`src/rtl/gf_fit_pkg.sv`:
```
// Shared constants and types for the GigaFitter MAC stage.
// Default widths, FSM encoding and term-flag layout.
package gf_fit_pkg;

    localparam int GF_IN_W      = 18;
    localparam int GF_ACC_W     = 48;
    localparam int GF_OUT_W     = 32;
    localparam int GF_SHIFT     = 12;
    localparam int GF_MAX_TERMS = 16;
    localparam int CNT_W        = 5;

    typedef enum logic [1:0] {
        IDLE  = 2'd0,
        ACCUM = 2'd1,
        EMIT  = 2'd2
    } gf_state_t;

    localparam int FLAG_FIRST = 0;
    localparam int FLAG_LAST  = 1;
    localparam int FLAG_W     = 2;

    // Pack the per-term flags; both are gated by the term valid.
    function automatic logic [FLAG_W-1:0] mk_flags(
        input logic dv,
        input logic first,
        input logic last
    );
        logic [FLAG_W-1:0] f;
        f             = '0;
        f[FLAG_FIRST] = dv & first;
        f[FLAG_LAST]  = dv & last;
        return f;
    endfunction

endpackage

```
`src/rtl/gf_mult_stage.sv`:
```
// Registered signed multiplier with term-flag pass-through.
// One product per cycle; maps onto a DSP multiplier block.
module gf_mult_stage
    import gf_fit_pkg::*;
#(
    parameter int IN_W = GF_IN_W
) (
    input  logic                i_clk,
    input  logic                i_rst_n,
    input  logic                i_dv,
    input  logic [FLAG_W-1:0]   i_flags,
    input  logic [IN_W-1:0]     i_a,
    input  logic [IN_W-1:0]     i_b,
    output logic                o_dv,
    output logic [FLAG_W-1:0]   o_flags,
    output logic [2*IN_W-1:0]   o_prod
);

    localparam int PROD_W = 2 * IN_W;

    logic signed [PROD_W-1:0] w_a;
    logic signed [PROD_W-1:0] w_b;
    logic                     r_dv;
    logic [FLAG_W-1:0]        r_flags;
    logic [PROD_W-1:0]        r_prod;

    assign w_a = {{IN_W{i_a[IN_W-1]}}, i_a};
    assign w_b = {{IN_W{i_b[IN_W-1]}}, i_b};

    // Product register; flags and valid ride along with it.
    always_ff @(posedge i_clk or negedge i_rst_n) begin
        if (!i_rst_n) begin
            r_dv    <= 1'b0;
            r_flags <= '0;
            r_prod  <= '0;
        end else begin
            r_dv    <= i_dv;
            r_flags <= i_flags;
            r_prod  <= w_a * w_b;
        end
    end

    assign o_dv    = r_dv;
    assign o_flags = r_flags;
    assign o_prod  = r_prod;

endmodule

```
`src/rtl/gf_mac_accum.sv`:
```
// Pipelined signed MAC: per-track scalar product of COEF x HIT.
// Optional GF_ACC_SAT_EN saturates the output and flags clipping.
module gf_mac_accum
    import gf_fit_pkg::*;
#(
    parameter int IN_W      = GF_IN_W,
    parameter int ACC_W     = GF_ACC_W,
    parameter int OUT_W     = GF_OUT_W,
    parameter int SHIFT     = GF_SHIFT,
    parameter int MAX_TERMS = GF_MAX_TERMS
) (
    input  logic             CLOCK,
    input  logic             RESET_N,
    input  logic             DV_IN,
    input  logic             MODECP,
    input  logic             MODE0,
    input  logic [IN_W-1:0]  COEF,
    input  logic [IN_W-1:0]  HIT,
    output logic [OUT_W-1:0] RESULT,
    output logic             RES_VALID,
    output logic             ERR,
    output logic [4:0]       NTERMS,
    output logic             BUSY
);

    localparam int PROD_W = 2 * IN_W;
    localparam logic [CNT_W-1:0] MAX_CNT = CNT_W'(MAX_TERMS);

    logic                    r_dv;
    logic [FLAG_W-1:0]       r_flags;
    logic [IN_W-1:0]         r_coef;
    logic [IN_W-1:0]         r_hit;

    logic                    w_p_dv;
    logic [FLAG_W-1:0]       w_p_flags;
    logic [PROD_W-1:0]       w_prod;
    logic signed [ACC_W-1:0] w_prod_ext;
    logic                    w_first;
    logic                    w_last;

    gf_state_t               r_state;
    gf_state_t               w_state_nxt;
    logic signed [ACC_W-1:0] r_acc;
    logic signed [ACC_W-1:0] w_acc_nxt;
    logic [CNT_W-1:0]        r_cnt;
    logic [CNT_W-1:0]        w_cnt_nxt;
    logic                    r_err_q;
    logic                    w_err_ev;
    logic                    r_abort_q;
    logic                    w_abort_ev;
    logic [CNT_W-1:0]        r_abort_cnt;
    logic [CNT_W-1:0]        w_abort_cnt;

    logic signed [ACC_W-1:0] w_shift;
    logic [OUT_W-1:0]        w_conv;
    logic                    w_emit;

    logic [OUT_W-1:0]        r_result;
    logic                    r_res_valid;
    logic                    r_err;
    logic [CNT_W-1:0]        r_nterms;

    // Input register: term and its flags, flags masked by DV_IN.
    always_ff @(posedge CLOCK or negedge RESET_N) begin
        if (!RESET_N) begin
            r_dv    <= 1'b0;
            r_flags <= '0;
            r_coef  <= '0;
            r_hit   <= '0;
        end else begin
            r_dv    <= DV_IN;
            r_flags <= mk_flags(DV_IN, MODECP, MODE0);
            r_coef  <= COEF;
            r_hit   <= HIT;
        end
    end

    gf_mult_stage #(
        .IN_W (IN_W)
    ) u_mult (
        .i_clk   (CLOCK),
        .i_rst_n (RESET_N),
        .i_dv    (r_dv),
        .i_flags (r_flags),
        .i_a     (r_coef),
        .i_b     (r_hit),
        .o_dv    (w_p_dv),
        .o_flags (w_p_flags),
        .o_prod  (w_prod)
    );

    assign w_prod_ext = {{(ACC_W-PROD_W){w_prod[PROD_W-1]}}, w_prod};
    assign w_first    = w_p_dv & w_p_flags[FLAG_FIRST];
    assign w_last     = w_p_dv & w_p_flags[FLAG_LAST];
    assign w_emit     = (r_state == EMIT);

    // Track FSM and accumulator next-state at the accumulate stage.
    always_comb begin
        w_state_nxt = r_state;
        w_acc_nxt   = r_acc;
        w_cnt_nxt   = r_cnt;
        w_err_ev    = 1'b0;
        w_abort_ev  = 1'b0;
        w_abort_cnt = r_cnt;
        if (r_state == EMIT) begin
            w_state_nxt = IDLE;
        end
        if (w_p_dv) begin
            unique case (r_state)
                ACCUM: begin
                    if (w_first) begin
                        w_err_ev    = 1'b1;
                        w_abort_ev  = 1'b1;
                        w_acc_nxt   = w_prod_ext;
                        w_cnt_nxt   = CNT_W'(1);
                        w_state_nxt = w_last ? EMIT : ACCUM;
                    end else if (r_cnt == MAX_CNT) begin
                        w_err_ev    = 1'b1;
                        w_abort_ev  = 1'b1;
                        w_state_nxt = IDLE;
                    end else begin
                        w_acc_nxt   = r_acc + w_prod_ext;
                        w_cnt_nxt   = r_cnt + CNT_W'(1);
                        w_state_nxt = w_last ? EMIT : ACCUM;
                    end
                end
                default: begin
                    if (w_first) begin
                        w_acc_nxt   = w_prod_ext;
                        w_cnt_nxt   = CNT_W'(1);
                        w_state_nxt = w_last ? EMIT : ACCUM;
                    end else begin
                        w_err_ev    = 1'b1;
                        w_state_nxt = IDLE;
                    end
                end
            endcase
        end
    end

    // Accumulate-stage registers: state, sum, count, error events.
    always_ff @(posedge CLOCK or negedge RESET_N) begin
        if (!RESET_N) begin
            r_state     <= IDLE;
            r_acc       <= '0;
            r_cnt       <= '0;
            r_err_q     <= 1'b0;
            r_abort_q   <= 1'b0;
            r_abort_cnt <= '0;
        end else begin
            r_state     <= w_state_nxt;
            r_acc       <= w_acc_nxt;
            r_cnt       <= w_cnt_nxt;
            r_err_q     <= w_err_ev;
            r_abort_q   <= w_abort_ev;
            r_abort_cnt <= w_abort_cnt;
        end
    end

    assign w_shift = r_acc >>> SHIFT;

`ifdef GF_ACC_SAT_EN
    localparam logic signed [ACC_W-1:0] SAT_MAX =
        {{(ACC_W-OUT_W+1){1'b0}}, {(OUT_W-1){1'b1}}};
    localparam logic signed [ACC_W-1:0] SAT_MIN =
        {{(ACC_W-OUT_W+1){1'b1}}, {(OUT_W-1){1'b0}}};

    logic w_clip;

    // Saturating conversion of the scaled sum to the output width.
    always_comb begin
        w_clip = 1'b0;
        w_conv = w_shift[OUT_W-1:0];
        if (w_shift > SAT_MAX) begin
            w_clip = 1'b1;
            w_conv = {1'b0, {(OUT_W-1){1'b1}}};
        end else if (w_shift < SAT_MIN) begin
            w_clip = 1'b1;
            w_conv = {1'b1, {(OUT_W-1){1'b0}}};
        end
    end
`else
    logic w_unused_hi;

    assign w_conv      = w_shift[OUT_W-1:0];
    assign w_unused_hi = ^w_shift[ACC_W-1:OUT_W];
`endif

    // Output stage: result on EMIT, abort count otherwise, error strobe.
    always_ff @(posedge CLOCK or negedge RESET_N) begin
        if (!RESET_N) begin
            r_result    <= '0;
            r_res_valid <= 1'b0;
            r_err       <= 1'b0;
            r_nterms    <= '0;
        end else begin
            r_res_valid <= w_emit;
`ifdef GF_ACC_SAT_EN
            r_err       <= r_err_q | (w_clip & w_emit);
`else
            r_err       <= r_err_q;
`endif
            if (w_emit) begin
                r_result <= w_conv;
                r_nterms <= r_cnt;
            end else if (r_abort_q) begin
                r_nterms <= r_abort_cnt;
            end
        end
    end

    assign RESULT    = r_result;
    assign RES_VALID = r_res_valid;
    assign ERR       = r_err;
    assign NTERMS    = r_nterms;
    assign BUSY      = (r_state == ACCUM);

endmodule

```
`config.mk`:
```
export PLATFORM = sky130hd
export DESIGN_NAME = gf_mac_accum
export DESIGN_NICKNAME = d
export VERILOG_FILES = /design/src/rtl/gf_fit_pkg.sv /design/src/rtl/gf_mult_stage.sv /design/src/rtl/gf_mac_accum.sv
export SDC_FILE = /design/constraint.sdc
export NUM_CORES = 1
export LEC_CHECK = 0
export ABC_CLOCK_PERIOD_IN_PS = 7320
export CAP_MARGIN = 20
export CELL_PAD_IN_SITES_DETAIL_PLACEMENT = 2
export CELL_PAD_IN_SITES_GLOBAL_PLACEMENT = 2
export CORE_UTILIZATION = 42
export CTS_BUF_LIST = sky130_fd_sc_hd__clkbuf_4
export CTS_CLUSTER_SIZE = 14
export DETAILED_ROUTE_END_ITERATION = 6
export PLACE_DENSITY = 0.92
export RECOVER_POWER = 50
export SETUP_SLACK_MARGIN = 0.2
export SLEW_MARGIN = 5
export SYNTH_ARGS = -nofsm -noshare
export SYNTH_HDL_FRONTEND = slang
export SYNTH_SLANG_ARGS = --single-unit
```
`constraint.sdc`:
```
create_clock -name CLOCK -period 7.32 [get_ports CLOCK]
set_input_delay 1.464 -clock CLOCK [delete_from_list [all_inputs] [get_ports CLOCK]]
set_output_delay 1.464 -clock CLOCK [all_outputs]
set_load 0.005 [all_outputs]
```
After elaboration in Yosys (flattened, before gate mapping)
Cells that the tools add are included.

Bits in registers: 179. Output and inout port bits: 40. Logic and storage cells: 56.

Add/sub/neg operators: 2. Multipliers: 1. Equal/unequal tests: 4. Muxes and demuxes: 24. Bitwise operators: 4. Reduce and logical (&&, ||, !) cells: 4.

Operators with widths (count): 48-bit 2-to-1 mux (4); 48-bit by 36-bit adder with 48-bit output (1); 18-bit by 18-bit multiplier with 36-bit output (1); 5-bit 2-to-1 mux (6); 2-bit 2-to-1 mux (7); 1-bit 2-to-1 mux (7); 2-bit nonzero test (3); 5-bit by 1-bit adder with 5-bit output, second input constant (1); 5-bit == test, second input constant (1); 1-bit bitwise AND (4); 3-bit AND reduction (1); 2-bit by 1-bit == test with 1-bit output, second input constant (1); 2-bit == test, second input constant (1); 2-bit inequality test, second input constant (1).

Depth between registers and ports, before layout
Depth in word-level cells: 6. Depth in mapped cells: 28. Gate-level depth less buffers: 25.

Modules after synthesis
From an unflattened synthesis, not the netlist that was laid out.

Cell total of the unflattened synthesis: 2103. Area, all modules: 20583.5 um^2.

Modules (own cells, without submodules): gf_mult_stage (instances 1, cells each 1391, area an instance 13275.2 um^2, seq. area each 975.9 um^2); gf_mac_accum (instances 1, cells each 712, area an instance 7308.3 um^2, seq. area each 3403.3 um^2).

Least setup slack after synthesis
No wires, ideal clock.

Path kind: register -> register. Start: register r_coef[17]. End: register u_mult.r_prod[32], in the netlist u_mult.o_prod[32]. Setup time: 125 ps. Arrival: 6287 ps. Required time: 7195 ps. Slack: 908 ps. Cell stages (with the launch flop): 27. Path buffers: 3. Path through: dfrtp_1 > clkbuf_1 > clkbuf_1 > nand2_1 > inv_1 > fa_1 > inv_1 > fa_1 > inv_1 > ha_1 > inv_1 > fa_1 > inv_1 > fa_1 > inv_1 > fa_1 > inv_1 > ha_1 > clkbuf_1 > nand4_1 > nor3_1 > a221oi_1 > or4_1 > a21boi_0 > o21a_1 > nor2_1 > xnor2_1.

Word-level cells in the longest chain between the ends: 1.

RTL lines: start, declared (RTL line gf_mac_accum.sv:31) `logic [IN_W-1:0] r_coef;`; start signal, assigned (RTL line gf_mac_accum.sv:68) `r_coef <= '0;`; start signal, assigned (RTL line gf_mac_accum.sv:73) `r_coef <= COEF;`; 18-bit by 18-bit multiplier with 36-bit output (RTL line gf_mult_stage.sv:39) `r_prod <= w_a * w_b;`; end signal, assigned (RTL line gf_mult_stage.sv:39); end, declared (RTL line gf_mult_stage.sv:25) `logic [PROD_W-1:0] r_prod;`.

Every way passes these cells. A chain may end at the register's enable or synchronous reset.

Worst setup path after layout
Start: register r_hit[3]. End: register u_mult.r_prod[34], in the netlist u_mult.o_prod[34].

Word-level cells in the longest chain between the ends: 1.

RTL lines: start, declared (RTL line gf_mac_accum.sv:32) `logic [IN_W-1:0] r_hit;`; start signal, assigned (RTL line gf_mac_accum.sv:69) `r_hit <= '0;`; start signal, assigned (RTL line gf_mac_accum.sv:74) `r_hit <= HIT;`; 18-bit by 18-bit multiplier with 36-bit output (RTL line gf_mult_stage.sv:39).

Every way passes these cells.

==> results.ini <==
[routing]
vias=15500
drt-total-wl_um=70900
wire_per_inst_um=25.5
drc=0
dr.pass1.iters=5
viasPerCell=5.58
drt_iter0_markers=904
ant_nets=0

[clocking]
cts.path.max_buffers=2
clk_latency_ns=0.77
cts.clk_slew.worst_paths_ns=0.19
numCtsBuffers=17
clock_sinks=175
cts_tree=built
htree_levels=4
clockRootBuffer=clkbuf_4

[synth]
syn_nets=2630
syn-instance-count=2121
ys_warn_count=0
netlist_top_cells_area=fa_1 32%, dfrtp_1 21%, ha_1 8.5%
ys_ff_latch=175
ys_types=64
synth.top_cell.area_share=0.324
synth_edf_count=0
yosysTopAreaCell=fa_1
syn_area_per_cell_um2=9.62
netlist_area_um2=20400
synth-async-reset-ratio=1.00
ys.flop_type=dfrtp_1
yosysSeqAreaShare=0.215

[sta]
fmax_ghz=0.143
worst_pin_slew_ns=5.19
rsz0062_at_grt=yes
setup_viol=0
fin_crit_sh=0.956
skew_ns=0.0507
finalSetupTns_ns=0
period_needed_ns=7.00
max-slew-margin-rel=-2.46
drv_slew=146
final_hold_viol_count=0

[setup_path]
crit_arrival_ns=7.67
crit_fanout=18
worstPathRequired_ns=7.99
cp-start-kind=register
cp-end-kind=register
crit_type=register to register

[die]
fp.dieW_um=222
core_area_um2=47800
io_pins=81
start_util=0.427
row_count=80
fp.dieArea_um2=49500
die-height_um=222

[grt]
grt_pass1_vias=18800
grt_max_degree=114
antenna_found_initial=1
overflow=0
grt_use_total=0.301
grt_pass1_wl_um=112000

[place]
dp_hpwl_um=58700
gp_congestion=0.851
io_buffers=80

[status]
status=finished with violations
violations=max-capacitance violations, max-slew violations

[cells_and_area]
syn_to_final_growth_pct=8.25
drive_above_1_share=0.0550
final_nets=2661

[worst_hold_path]
hold_path.class=register to register

[job]
maxCapViolations=2

state kept, by name (all words and copies together), names as in the netlist:
| register | cells |
|---|---|
| RES_VALID | 1 |
| r_abort_q | 1 |
| r_err_q | 1 |
| u_mult.o_prod | 36 |
| r_acc | 44 |
| u_mult.o_dv | 1 |
| NTERMS | 5 |
| RESULT | 32 |
| r_hit | 18 |
| ERR | 1 |
| u_mult.o_flags | 2 |
| r_state | 2 |
| r_cnt | 5 |
| r_dv | 1 |
| r_flags | 2 |
| r_abort_cnt | 5 |
| r_coef | 18 |
worst paths after layout:
kind | cells past startpoint | end | slack [ns] | start
min in group asynchronous | 1 | RESULT[27] | 2.78 | RESET_N
max reg2reg | 22 | u_mult.o_prod[34] | 0.32 | r_hit[3]
max | 22 | u_mult.o_prod[34] | 0.32 | r_hit[3]
min | 0 | ERR | 0.38 | r_err_q
max in group asynchronous | 2 | r_hit[0] | 1.53 | RESET_N
min reg2reg | 0 | ERR | 0.38 | r_err_q
Yosys cell counts, types with 7 or more instances:
cell,count
and2_1,171
o22ai_1,21
ha_1,138
nand3_1,12
nand2_1,213
o21bai_1,12
dfrtp_1,175
buf_1,7
xnor2_1,55
nand4_1,10
nor2_1,94
a21o_1,43
o21a_1,12
fa_1,330
nand2b_1,16
inv_1,403
nor3_1,11
clkbuf_1,68
mux2_2,31
o21ai_0,73
a21oi_1,109
xor2_1,23
layer usage:
metal  global-route usage  share of wire
met1                0.343           0.39
met2                0.550           0.53
met3               0.0476          0.039
met4                0.137          0.043
met5                    0              0
metrics by stage:
stage	setup WS [ns]	util	hold WS, ns	instances	area, µm²
after floorplan	0.908	-	0.331	2121	20400
after global placement	0.597	0.455	0.335	2745	21800
after detailed placement	0.0166	0.455	0.344	2745	21800
after CTS	0.123	0.461	0.381	2776	22000
after global routing	0.168	0.462	0.388	2780	22100
final	0.320	0.462	0.377	2780	22100
cell families after synthesis:
family | after synthesis | share of synthesized area
adders and majority gates | 468 | 0.408
AOI/OAI and AO/OA | 332 | 0.105
buffers and inverters | 481 | 0.0886
xor gates and xnor gates | 78 | 0.0335
muxes | 37 | 0.0200
DFF | 175 | 0.215
and+or+nand+nor | 550 | 0.130
what timing repair did:
| action | CTS | global route |
|---|---|---|
| hold buffers | 0 | 0 |
| buffers inserted | 0 | 2 |
| endpoints found under the setup margin | 4 | 6 |
| gates resized for setup | 15 | 20 |
| pin swaps | 0 | 1 |
placed cells by master, fill, tap and decap left out, drive strengths merged, types with 37 or more instances in the layout:
cell type        n
inv            412
clkdlybuf4s50   42
nor2            94
a21o            44
o21ai           78
nand2          213
and2           171
xnor2           55
fa             330
dlygate4sd3     37
dfrtp          175
a21oi          111
ha             138
area by class of cell:
cell class	count	area [µm²]
Fill cell	5117	25800
Antenna cell	1	2.50
Tap cell	615	769
Timing Repair Buffer	90	872
Sequential cell	175	4420
Multi-Input combinational cell	1465	14200
Inverter	403	1510
Clock buffer	17	128
Clock inverter	14	143
worst max-delay path, cell delays in order, from the launching register on:
cell	delay [ns]
dfrtp_4	0.60
nand2_1	0.21
fa_1	0.58
inv_1	0.15
fa_1	0.54
inv_1	0.07
fa_1	0.55
inv_1	0.09
fa_1	0.47
fa_1	0.52
inv_1	0.05
fa_1	0.48
inv_1	0.04
ha_1	0.38
a21o_1	0.25
a21o_1	0.19
a21oi_1	0.22
o21ai_0	0.14
a221oi_1	0.43
or4_1	0.27
nor2_1	0.09
or4_1	0.43
xor2_1	0.17
Power is left out: the tool's default activity adds up to more than one toggle a clock period on the data nets, which glitch-free logic cannot reach.
